--- src/rtl/udc_mon_pkg.sv ---
// Shared types for the up/down count monitor: tracker states and the
// step classes produced when one sample is compared with the previous one.
package udc_mon_pkg;

   typedef enum logic [1:0] {
      EMPTY,
      SEEDED,
      TRACK_UP,
      TRACK_DN
   } state_t;

   typedef enum logic [1:0] {
      HOLD,
      UP,
      DN,
      JUMP
   } step_cls_t;

endpackage

--- src/rtl/udc_delta_classify.sv ---
// Combinational step classifier: modular delta between the new and previous
// sample mapped to HOLD/UP/DN/JUMP, plus wrap detection.
// Ports: cnt_in, last_cnt (WIDTH) in; cls, wrap_up, wrap_dn out.
module udc_delta_classify
   import udc_mon_pkg::*;
#(
   parameter int WIDTH = 4
) (
   input  logic [WIDTH-1:0] cnt_in,
   input  logic [WIDTH-1:0] last_cnt,
   output step_cls_t        cls,
   output logic             wrap_up,
   output logic             wrap_dn
);

   localparam logic [WIDTH-1:0] ONE = WIDTH'(1);
   localparam logic [WIDTH-1:0] TOP = '1;

   logic [WIDTH-1:0] delta;

   // Subtraction wraps naturally modulo 2^WIDTH.
   assign delta = cnt_in - last_cnt;

   always_comb begin
      cls = JUMP;
      if (delta == '0)
         cls = HOLD;
      else if (delta == ONE)
         cls = UP;
      else if (delta == TOP)
         cls = DN;
   end

   assign wrap_up = (last_cnt == TOP) && (cnt_in == '0);
   assign wrap_dn = (last_cnt == '0) && (cnt_in == TOP);

endmodule

--- src/rtl/updown_count_monitor.sv ---
// Observes a count stream and reports direction, steps, wraps and jumps.
// Ports: clk, rst (sync, active-high), cnt_in/cnt_vld in; dir_vld, dir_up,
// step, wrap_up, wrap_dn, jump, jump_cnt, last_cnt out.
// Macro UDC_MON_REVERSAL_CNT_EN adds rev_cnt and reversal outputs.
module updown_count_monitor
   import udc_mon_pkg::*;
#(
   parameter int WIDTH  = 4,
   parameter int JCNT_W = 8
) (
   input  logic              clk,
   input  logic              rst,
   input  logic [WIDTH-1:0]  cnt_in,
   input  logic              cnt_vld,
   output logic              dir_vld,
   output logic              dir_up,
   output logic              step,
   output logic              wrap_up,
   output logic              wrap_dn,
   output logic              jump,
   output logic [JCNT_W-1:0] jump_cnt,
`ifdef UDC_MON_REVERSAL_CNT_EN
   output logic [JCNT_W-1:0] rev_cnt,
   output logic              reversal,
`endif
   output logic [WIDTH-1:0]  last_cnt
);

   state_t    state;
   step_cls_t cls;
   logic      wu;
   logic      wd;

   udc_delta_classify #(
      .WIDTH (WIDTH)
   ) u_cls (
      .cnt_in   (cnt_in),
      .last_cnt (last_cnt),
      .cls      (cls),
      .wrap_up  (wu),
      .wrap_dn  (wd)
   );

   always_ff @(posedge clk) begin
      if (rst) begin
         state    <= EMPTY;
         dir_vld  <= 1'b0;
         dir_up   <= 1'b0;
         step     <= 1'b0;
         wrap_up  <= 1'b0;
         wrap_dn  <= 1'b0;
         jump     <= 1'b0;
         jump_cnt <= '0;
         last_cnt <= '0;
`ifdef UDC_MON_REVERSAL_CNT_EN
         rev_cnt  <= '0;
         reversal <= 1'b0;
`endif
      end else begin
         step    <= 1'b0;
         wrap_up <= 1'b0;
         wrap_dn <= 1'b0;
         jump    <= 1'b0;
`ifdef UDC_MON_REVERSAL_CNT_EN
         reversal <= 1'b0;
`endif
         if (cnt_vld) begin
            last_cnt <= cnt_in;
            if (state == EMPTY) begin
               // First sample only seeds; nothing to compare against.
               state <= SEEDED;
            end else begin
               unique case (cls)
                  HOLD: ;
                  UP: begin
                     state   <= TRACK_UP;
                     dir_vld <= 1'b1;
                     dir_up  <= 1'b1;
                     step    <= 1'b1;
                     wrap_up <= wu;
`ifdef UDC_MON_REVERSAL_CNT_EN
                     if (state == TRACK_DN) begin
                        reversal <= 1'b1;
                        if (rev_cnt != '1)
                           rev_cnt <= rev_cnt + 1'b1;
                     end
`endif
                  end
                  DN: begin
                     state   <= TRACK_DN;
                     dir_vld <= 1'b1;
                     dir_up  <= 1'b0;
                     step    <= 1'b1;
                     wrap_dn <= wd;
`ifdef UDC_MON_REVERSAL_CNT_EN
                     if (state == TRACK_UP) begin
                        reversal <= 1'b1;
                        if (rev_cnt != '1)
                           rev_cnt <= rev_cnt + 1'b1;
                     end
`endif
                  end
                  JUMP: begin
                     // A jump reseeds: direction is unknown again.
                     state   <= SEEDED;
                     dir_vld <= 1'b0;
                     dir_up  <= 1'b0;
                     jump    <= 1'b1;
                     if (jump_cnt != '1)
                        jump_cnt <= jump_cnt + 1'b1;
                  end
               endcase
            end
         end
      end
   end

endmodule

--- config.mk ---
export PLATFORM = sky130hd
export DESIGN_NAME = updown_count_monitor
export DESIGN_NICKNAME = d
export VERILOG_FILES = /design/src/rtl/udc_mon_pkg.sv /design/src/rtl/udc_delta_classify.sv /design/src/rtl/updown_count_monitor.sv
export SDC_FILE = /design/constraint.sdc
export NUM_CORES = 1
export LEC_CHECK = 0
export ABC_CLOCK_PERIOD_IN_PS = 3800
export CORE_MARGIN = 1
export CORE_UTILIZATION = 49
export DETAILED_ROUTE_END_ITERATION = 6
export PLACE_DENSITY_LB_ADDON = 0.25
export SETUP_SLACK_MARGIN = 0.4
export SYNTH_ARGS = -nofsm -noshare
export SYNTH_HDL_FRONTEND = slang
export SYNTH_SLANG_ARGS = --single-unit
--- constraint.sdc ---
create_clock -name clk -period 3.8 [get_ports clk]
set_input_delay 0.76 -clock clk [delete_from_list [all_inputs] [get_ports clk]]
set_output_delay 0.76 -clock clk [all_outputs]
set_load 0.1 [all_outputs]
# [Word level (Yosys, flattened, before mapping)]
# Cells that the tools add are included.
[totals] romBits=0 latchBits=0 ram_bits=0 in_bits=7 output_inout_bits=18 memories=0 wordCells=50 register_bits=20
[op_classes] eq_ne=8 bitwise_logic=4 n_addsub=2 n_lt_le_gt_ge=0 mux=9 n_reduce_logical=18 n_mul=0 n_div=0 shifts=0
[ops] cell="== test 4 bit (second input constant)" count=3
[ops] cell="logical NOT 4 bit" count=3
[ops] cell="adder 8 x 1 -> 8 bit (second input constant)" count=1
[ops] cell="!= test 8 bit (second input constant)" count=1
[ops] cell="OR reduction 4 bit" count=2
[ops] cell="2-to-1 mux 2 bit" count=3
[ops] cell="case mux 2 bit (3 select lines)" count=1
[ops] cell="AND reduction 3 bit" count=2
[ops] cell="== test 2 bit (second input constant)" count=2
[ops] cell="== test 4 x 1 -> 1 bit (second input constant)" count=1
[ops] cell="inverter 1 bit" count=4
[ops] cell="case mux 1 bit (2 select lines)" count=2
[ops] cell="AND reduction 4 bit" count=1
[ops] cell="nonzero test 2 bit" count=2
[ops] cell="nonzero test 4 bit" count=1
[ops] cell="OR reduction 2 bit" count=2
[ops] cell="subtractor 4 bit" count=1
[ops] cell="2-to-1 mux 1 bit" count=3
[ops] cell="OR reduction 3 bit" count=1
[ops] cell="== test 2 x 1 -> 1 bit (second input constant)" count=1
[ops] cell="logical AND 1 bit" count=2
[ops] cell="logical NOT 2 bit" count=1
[ops] cell="AND reduction 2 bit" count=1

# [Logic depth before layout (Yosys ltp)]
# Gate-level depths: netlist of the first run.
[logic_depth] depth_word=9 mapped_depth=11 ltp_nobuf=11

# [Cells and area by module]
# A second synthesis of the first run with hierarchy kept.
[hier_totals] hier_cells=115 area_unflattened_um2=1066.0
[by_module_without_submodules] mod="updown_count_monitor" area_per_inst_um2=884.6 cells_each=91 n_inst=1 seq_area_each_um2=400.4
[by_module_without_submodules] mod="udc_delta_classify" area_per_inst_um2=181.4 cells_each=24 n_inst=1 seq_area_each_um2=0.0

# [Worst setup path after synthesis of the first run]
# Ideal clock, no wire load.
[synth_timing] path_type="reg2reg" start="register last_cnt[0]" end="register state[0]" slack_ns=0.249 synth_period_minus_slack_ns=3.551 path_buffers=0 arrival_ns=3.465 setup_time_ns=0.086 path_stages_with_launch=10 required_time_ns=3.714 path_cell_list="dfxtp_1 > ha_1 > fa_1 > or3_1 > mux2_1 > ha_1 > or2_2 > nand2_1 > nor3b_1 > a211oi_1"
[synth_via] elab_chain_cells=8 word_cells_on_any_way=14 classes_between="1 x add/sub; 5 x eq/ne; 5 x mux; 3 x reduce/logical"
[synth_rtl] element="start, declared" line="updown_count_monitor.sv:26" rtl="output logic [WIDTH-1:0] last_cnt"
[synth_rtl] element="start signal, assigned" line="updown_count_monitor.sv:68" rtl="last_cnt <= cnt_in;"
[synth_rtl] element="subtractor 4 bit (*)" line="udc_delta_classify.sv:22" rtl="assign delta = cnt_in - last_cnt;"
[synth_rtl] element="== test 4 bit" line="udc_delta_classify.sv:30" rtl="else if (delta == TOP)"
[synth_rtl] element="2-to-1 mux 1 bit" line="udc_delta_classify.sv:30"
[synth_rtl] element="2-to-1 mux 2 bit" line="udc_delta_classify.sv:28" rtl="else if (delta == ONE)"
[synth_rtl] element="2-to-1 mux 2 bit (*)" line="udc_delta_classify.sv:26" rtl="if (delta == '0)"
[synth_rtl] element="== test 2 bit / == test 2 x 1 -> 1 bit (equally long branches)" line="updown_count_monitor.sv:73" rtl="unique case (cls)"
[synth_rtl] element="case mux 2 bit (3 select lines) / nonzero test 4 bit (equally long branches)"
[synth_rtl] element="2-to-1 mux 2 bit / AND reduction 2 bit (equally long branches)"
[synth_rtl] element="end signal, assigned" line="updown_count_monitor.sv:71" rtl="state <= SEEDED;"
[synth_rtl] element="end signal, assigned" line="updown_count_monitor.sv:76" rtl="state <= TRACK_UP;"
[synth_rtl] element="end signal, assigned" line="updown_count_monitor.sv:90" rtl="state <= TRACK_DN;"
[synth_rtl] element="end, declared" line="updown_count_monitor.sv:29" rtl="state_t state;"
# Mark *: on every way between the ends. The rest lies on a longest branch, timed or not.
# A chain may end at the register's enable or synchronous reset.

# [Final worst setup path of the first run]
[layout_timing] start="input port cnt_in[2]" end="register jump_cnt[7]"
[layout_via] elab_chain_cells=7 word_cells_on_any_way=9 classes_between="1 x add/sub; 3 x eq/ne; 3 x mux; 2 x reduce/logical"
[layout_rtl] element="start, declared" line="updown_count_monitor.sv:13" rtl="input logic [WIDTH-1:0] cnt_in,"
[layout_rtl] element="subtractor 4 bit (*)" line="udc_delta_classify.sv:22"
[layout_rtl] element="== test 4 bit" line="udc_delta_classify.sv:30"
[layout_rtl] element="2-to-1 mux 1 bit" line="udc_delta_classify.sv:30"
[layout_rtl] element="2-to-1 mux 2 bit" line="udc_delta_classify.sv:28"
[layout_rtl] element="2-to-1 mux 2 bit (*)" line="udc_delta_classify.sv:26"
[layout_rtl] element="== test 2 bit (*)" line="updown_count_monitor.sv:73"
[layout_rtl] element="AND reduction 4 bit (no source line) (*)"
[layout_rtl] element="end signal, assigned" line="updown_count_monitor.sv:110" rtl="jump_cnt <= jump_cnt + 1'b1;"
[layout_rtl] element="end, declared" line="updown_count_monitor.sv:21" rtl="output logic [JCNT_W-1:0] jump_cnt,"
# Marked as above.

==> results of run 1 <==
worst reg2reg max path: cells and delay by family, from the launching register on:
kind / cells / cell delay (ns)
AO/OA/AOI/OAI: 1 / 0.26
XOR/XNOR: 1 / 0.19
adder cells (fa/ha/maj): 3 / 0.74
flip-flops: 1 / 0.37
multiplexers: 1 / 0.29
AND/OR/NAND/NOR: 4 / 0.84
flip-flops by register name, summed over array words and instances, names as in the netlist:
name,cells
state,2
wrap_dn,1
dir_vld,1
wrap_up,1
jump,1
dir_up,1
last_cnt,4
step,1
jump_cnt,8
per-stage QoR:
step	std cells	setup slack, ns	hold slack, ns	setup TNS, ns	utilization
after CTS	177	0.421	0.489	0	0.687
final	177	0.542	0.499	0	0.696
after detailed placement	173	-0.0456	0.472	-0.0591	0.650
after global placement	173	0.0427	0.468	0	0.650
after global routing	177	0.414	0.548	0	0.696
after floorplan	119	0.432	0.559	0	-
cell type report:
class | count | area, um2
well taps | 28 | 35.0
flip-flops and latches | 20 | 402
clock buffers | 3 | 22.5
fillers | 174 | 672
multi-input cells | 90 | 746
repair buffers | 29 | 283
clock inverters | 1 | 30.0
inverters | 6 | 22.5
Yosys cell counts, drive strengths merged:
cell type	count
xnor2	4
mux2i	7
buf	3
and3	2
xor2	2
nand4	1
o32ai	1
o2111a	1
nand2	8
nor4b	1
nor2	14
ha	9
a21oi	4
nor3	2
nand3	5
inv	6
a31oi	2
or3	1
a211oi	4
or2	1
and4	1
nor3b	1
nand4b	2
and2	2
fa	1
a311oi	2
nor4	4
o211ai	1
dfxtp	20
nand2b	1
o21ai	2
mux2	1
o21bai	1
a2111oi	1
nor2b	1
path summary, 6_finish.rpt:
kind | from | endpoint | slack, ns
max reg2reg | last_cnt[0] | state[0] | 1.03
min | dir_up | dir_up | 0.50
max | cnt_in[2] | jump_cnt[7] | 0.54
min reg2reg | dir_up | dir_up | 0.50
power by group through the flow:
stage / clock [mW] / sequential, mW / combinational, mW
after floorplan: 0 / 0.282 / 0.0786
after global placement: 0 / 0.233 / 0.172
after detailed placement: 0 / 0.233 / 0.175
after CTS: 0.177 / 0.229 / 0.188
after global routing: 0.182 / 0.230 / 0.204
final: 0.173 / 0.229 / 0.192
repair_timing:
action | 4_1_cts | 5_1_grt
pin swaps | 2 | 2
buffers inserted | 0 | 0
hold buffers | 0 | 0
setup endpoints to repair | 9 | 9
resized for setup | 8 | 4
per-layer routing:
metal | up-vias | share of wire | track usage | routed length [um]
li1 | 486 | - | - | -
met1 | 473 | 0.45 | 0.261 | 1120
met2 | 26 | 0.49 | 0.351 | 1210
met3 | 2 | 0.047 | 0.0303 | 115
met4 | 0 | 0.0069 | 0.0741 | 17
met5 | - | 0 | 0 | 0
cell usage in the layout (no fill, tap or decap), types with 2 or more instances in the layout:
master / n
clkdlybuf4s50_1: 22
dfxtp_1: 19
nor2_1: 14
nand2_1: 8
ha_1: 7
inv_1: 6
mux2i_1: 6
nand3_1: 5
buf_4: 5
a21oi_1: 3
xnor2_1: 3
a211oi_1: 3
clkbuf_4: 3
and3_1: 2
a31oi_1: 2
a311oi_1: 2
nor3_1: 2
nand4b_1: 2
nor4_1: 2
ha_2: 2
dlymetal6s2s_1: 2
kinds of logic after synthesis:
logic type	share of synthesized area
AND/OR/NAND/NOR	0.229
flip-flops	0.347
XOR/XNOR	0.0585
adder cells (fa/ha/maj)	0.115
multiplexers	0.0704
buffers and inverters	0.0455
AO/OA/AOI/OAI	0.135
==> impl_metrics.prom, run 1 <==
# TYPE chip_impl_metric gauge
chip_impl_info{name="worstSetupPathType",value="input port to flop"} 1
chip_impl_metric{name="yosysTopAreaCellShare",unit=""} 0.347
chip_impl_metric{name="drt_wl_total",unit="mm"} 2.46
chip_impl_metric{name="area.growth.synth_to_final",unit="%"} 33.4
chip_impl_metric{name="drt_iter0_markers",unit=""} 21
chip_impl_metric{name="pwr-share-seq",unit=""} 0.385
chip_impl_metric{name="synth_cell_type_count",unit=""} 43
chip_impl_info{name="timing.critical_path.slowest_stage_cell",value="clkdlybuf4s50_1"} 1
chip_impl_metric{name="avgSynthCellArea",unit="um2"} 9.70
chip_impl_metric{name="max-slew-margin-rel",unit=""} 0.350
chip_impl_metric{name="clock_latency_at_the_later_pin_of_the_worst_skew_pair",unit="ns"} 0.30
chip_impl_metric{name="number_of_antenna_violations_at_the_first_check_in_global_routing",unit=""} 0
chip_impl_metric{name="initial_core_util",unit=""} 0.522
chip_impl_metric{name="power.internal",unit="mW"} 0.398
chip_impl_metric{name="drt-wirelength-per-cell",unit="um"} 13.9
chip_impl_metric{name="power.share.clock",unit=""} 0.291
chip_impl_metric{name="tritoncts.num_buffers",unit=""} 3
chip_impl_metric{name="globalRoute.totalOverflow",unit=""} 0
chip_impl_metric{name="worst-r2r-cell-count",unit=""} 10
chip_impl_metric{name="power_leakage",unit="nW"} 0.603
chip_impl_metric{name="largest_fanout_on_the_critical_path",unit=""} 5
chip_impl_metric{name="clkSlewWorstSetupHoldPaths",unit="ns"} 0.12
chip_impl_metric{name="flops_latches_synth",unit=""} 20
chip_impl_metric{name="cp.buffers_inverters",unit=""} 2
chip_impl_metric{name="cp.arrival",unit="ns"} 3.48
chip_impl_metric{name="remaining_drc_errors",unit=""} 0
chip_impl_metric{name="grt_start_max_net_pins",unit=""} 19
chip_impl_metric{name="die_width",unit="um"} 50.5
chip_impl_metric{name="post_route_cells_drive_above_1_share",unit=""} 0.174
chip_impl_metric{name="power.switching_fraction",unit=""} 0.331
chip_impl_metric{name="net_count_reported_at_finish",unit=""} 167
chip_impl_metric{name="cts_htree_levels",unit=""} 1
chip_impl_info{name="outcome",value="completed"} 1
chip_impl_metric{name="grt_pass1_wl",unit="mm"} 3.95
chip_impl_metric{name="final_gp_congestion",unit=""} 0.754
chip_impl_info{name="rsz0062_at_grt",value="false"} 1
chip_impl_metric{name="finalSetupViolCount",unit=""} 0
chip_impl_metric{name="required_time_of_the_worst_setup_path",unit="ns"} 4.02
chip_impl_metric{name="seq_area_frac_synth",unit=""} 0.347
chip_impl_info{name="yosysTopAreaCell",value="dfxtp_1"} 1
chip_impl_metric{name="design.die.area",unit="mm2"} 0.00255
chip_impl_metric{name="power.ir.vdd_worst",unit="V"} 0.000243
chip_impl_metric{name="synth_cells",unit=""} 119
chip_impl_metric{name="rows",unit=""} 17
chip_impl_info{name="critical_path.cell_chain",value="clkdlybuf4s50_1 -> ha_1 -> nand2_1 -> o21ai_2 -> xor2_4 -> mux2_4 -> ha_2 -> buf_4 -> o211ai_4 -> nor4_4 -> nor2_1 -> a211oi_2"} 1
chip_impl_metric{name="via_count_of_the_first_global_routing_pass",unit=""} 906
chip_impl_metric{name="detailroute.via_count",unit=""} 987
chip_impl_metric{name="finalHoldViolations",unit=""} 0
chip_impl_metric{name="power.share.combinational",unit=""} 0.324
chip_impl_metric{name="report.power.total",unit="mW"} 0.595
chip_impl_metric{name="post_syn_nets",unit=""} 136
chip_impl_metric{name="die_height",unit="um"} 50.5
chip_impl_metric{name="dpl_cell_area",unit="mm2"} 0.00144
chip_impl_metric{name="port-buffer-count",unit=""} 24
chip_impl_metric{name="p_per_area",unit="mW/mm2"} 386
chip_impl_metric{name="cp_slowest_stage_delay",unit="ns"} 0.46
chip_impl_metric{name="layout_min_cycle_time",unit="ns"} 3.26
chip_impl_metric{name="number_of_nets_with_antenna_violations_after_detailed_routing",unit=""} 0
chip_impl_metric{name="cts_max_path_buffers",unit=""} 2
chip_impl_metric{name="post-route-cell-area",unit="mm2"} 0.00154
chip_impl_metric{name="power.switching",unit="mW"} 0.197
chip_impl_info{name="worstSetupStartpointType",value="input port"} 1
chip_impl_metric{name="timing_worst_slew_pin_value",unit="ns"} 0.972
chip_impl_metric{name="finalMaxSlewViolations",unit=""} 0
chip_impl_info{name="min_path_type",value="flop to flop"} 1
chip_impl_info{name="synth_top_cells_by_area",value="dfxtp_1 (35%), ha_1 (9.8%), mux2i_1 (6.1%)"} 1
chip_impl_metric{name="detailedPlacementHpwl",unit="mm"} 1.72
chip_impl_metric{name="design.portCount",unit=""} 25
chip_impl_info{name="tritoncts_clock_tree",value="built"} 1
chip_impl_metric{name="warning_count_from_the_yosys_run",unit=""} 0
chip_impl_metric{name="fmax",unit="GHz"} 0.307
chip_impl_metric{name="synth_area",unit="mm2"} 0.00115
chip_impl_metric{name="gr-usage-all-layers",unit=""} 0.205
chip_impl_metric{name="drv.max_cap_violation_count",unit=""} 0
chip_impl_metric{name="number_of_cells_on_the_critical_path",unit=""} 12
chip_impl_metric{name="detailedRoute.firstPassIterationCount",unit=""} 5
chip_impl_metric{name="hold_path_depth",unit=""} 2
chip_impl_metric{name="route.detailed.vias_per_inst",unit=""} 5.58
chip_impl_metric{name="clkSinkCount",unit=""} 20
chip_impl_info{name="critical-path-top-delay-family",value="buffers and inverters"} 1
chip_impl_metric{name="antenna_cells",unit=""} 0
chip_impl_info{name="end_kind",value="flop"} 1
chip_impl_metric{name="floorplan.core_area",unit="mm2"} 0.00221
chip_impl_metric{name="finalClockSkew",unit="ns"} 0.00728
chip_impl_info{name="cts_root_buf",value="clkbuf_4"} 1
chip_impl_metric{name="final_min_period_over_clock_period",unit=""} 0.857
Note: power is estimated with default switching activity, not from simulation.
==> inputs of run 2 (changes only) <==
--- a/config.mk
+++ b/config.mk
@@ -8,6 +8,7 @@
 export ABC_CLOCK_PERIOD_IN_PS = 3800
 export CORE_MARGIN = 1
 export CORE_UTILIZATION = 49
+export CTS_CLUSTER_SIZE = 30
 export DETAILED_ROUTE_END_ITERATION = 6
 export PLACE_DENSITY_LB_ADDON = 0.25
 export SETUP_SLACK_MARGIN = 0.4
==> results of run 2 <==
Same layout as run 1: the final DEF is identical, and so are final timing and power.
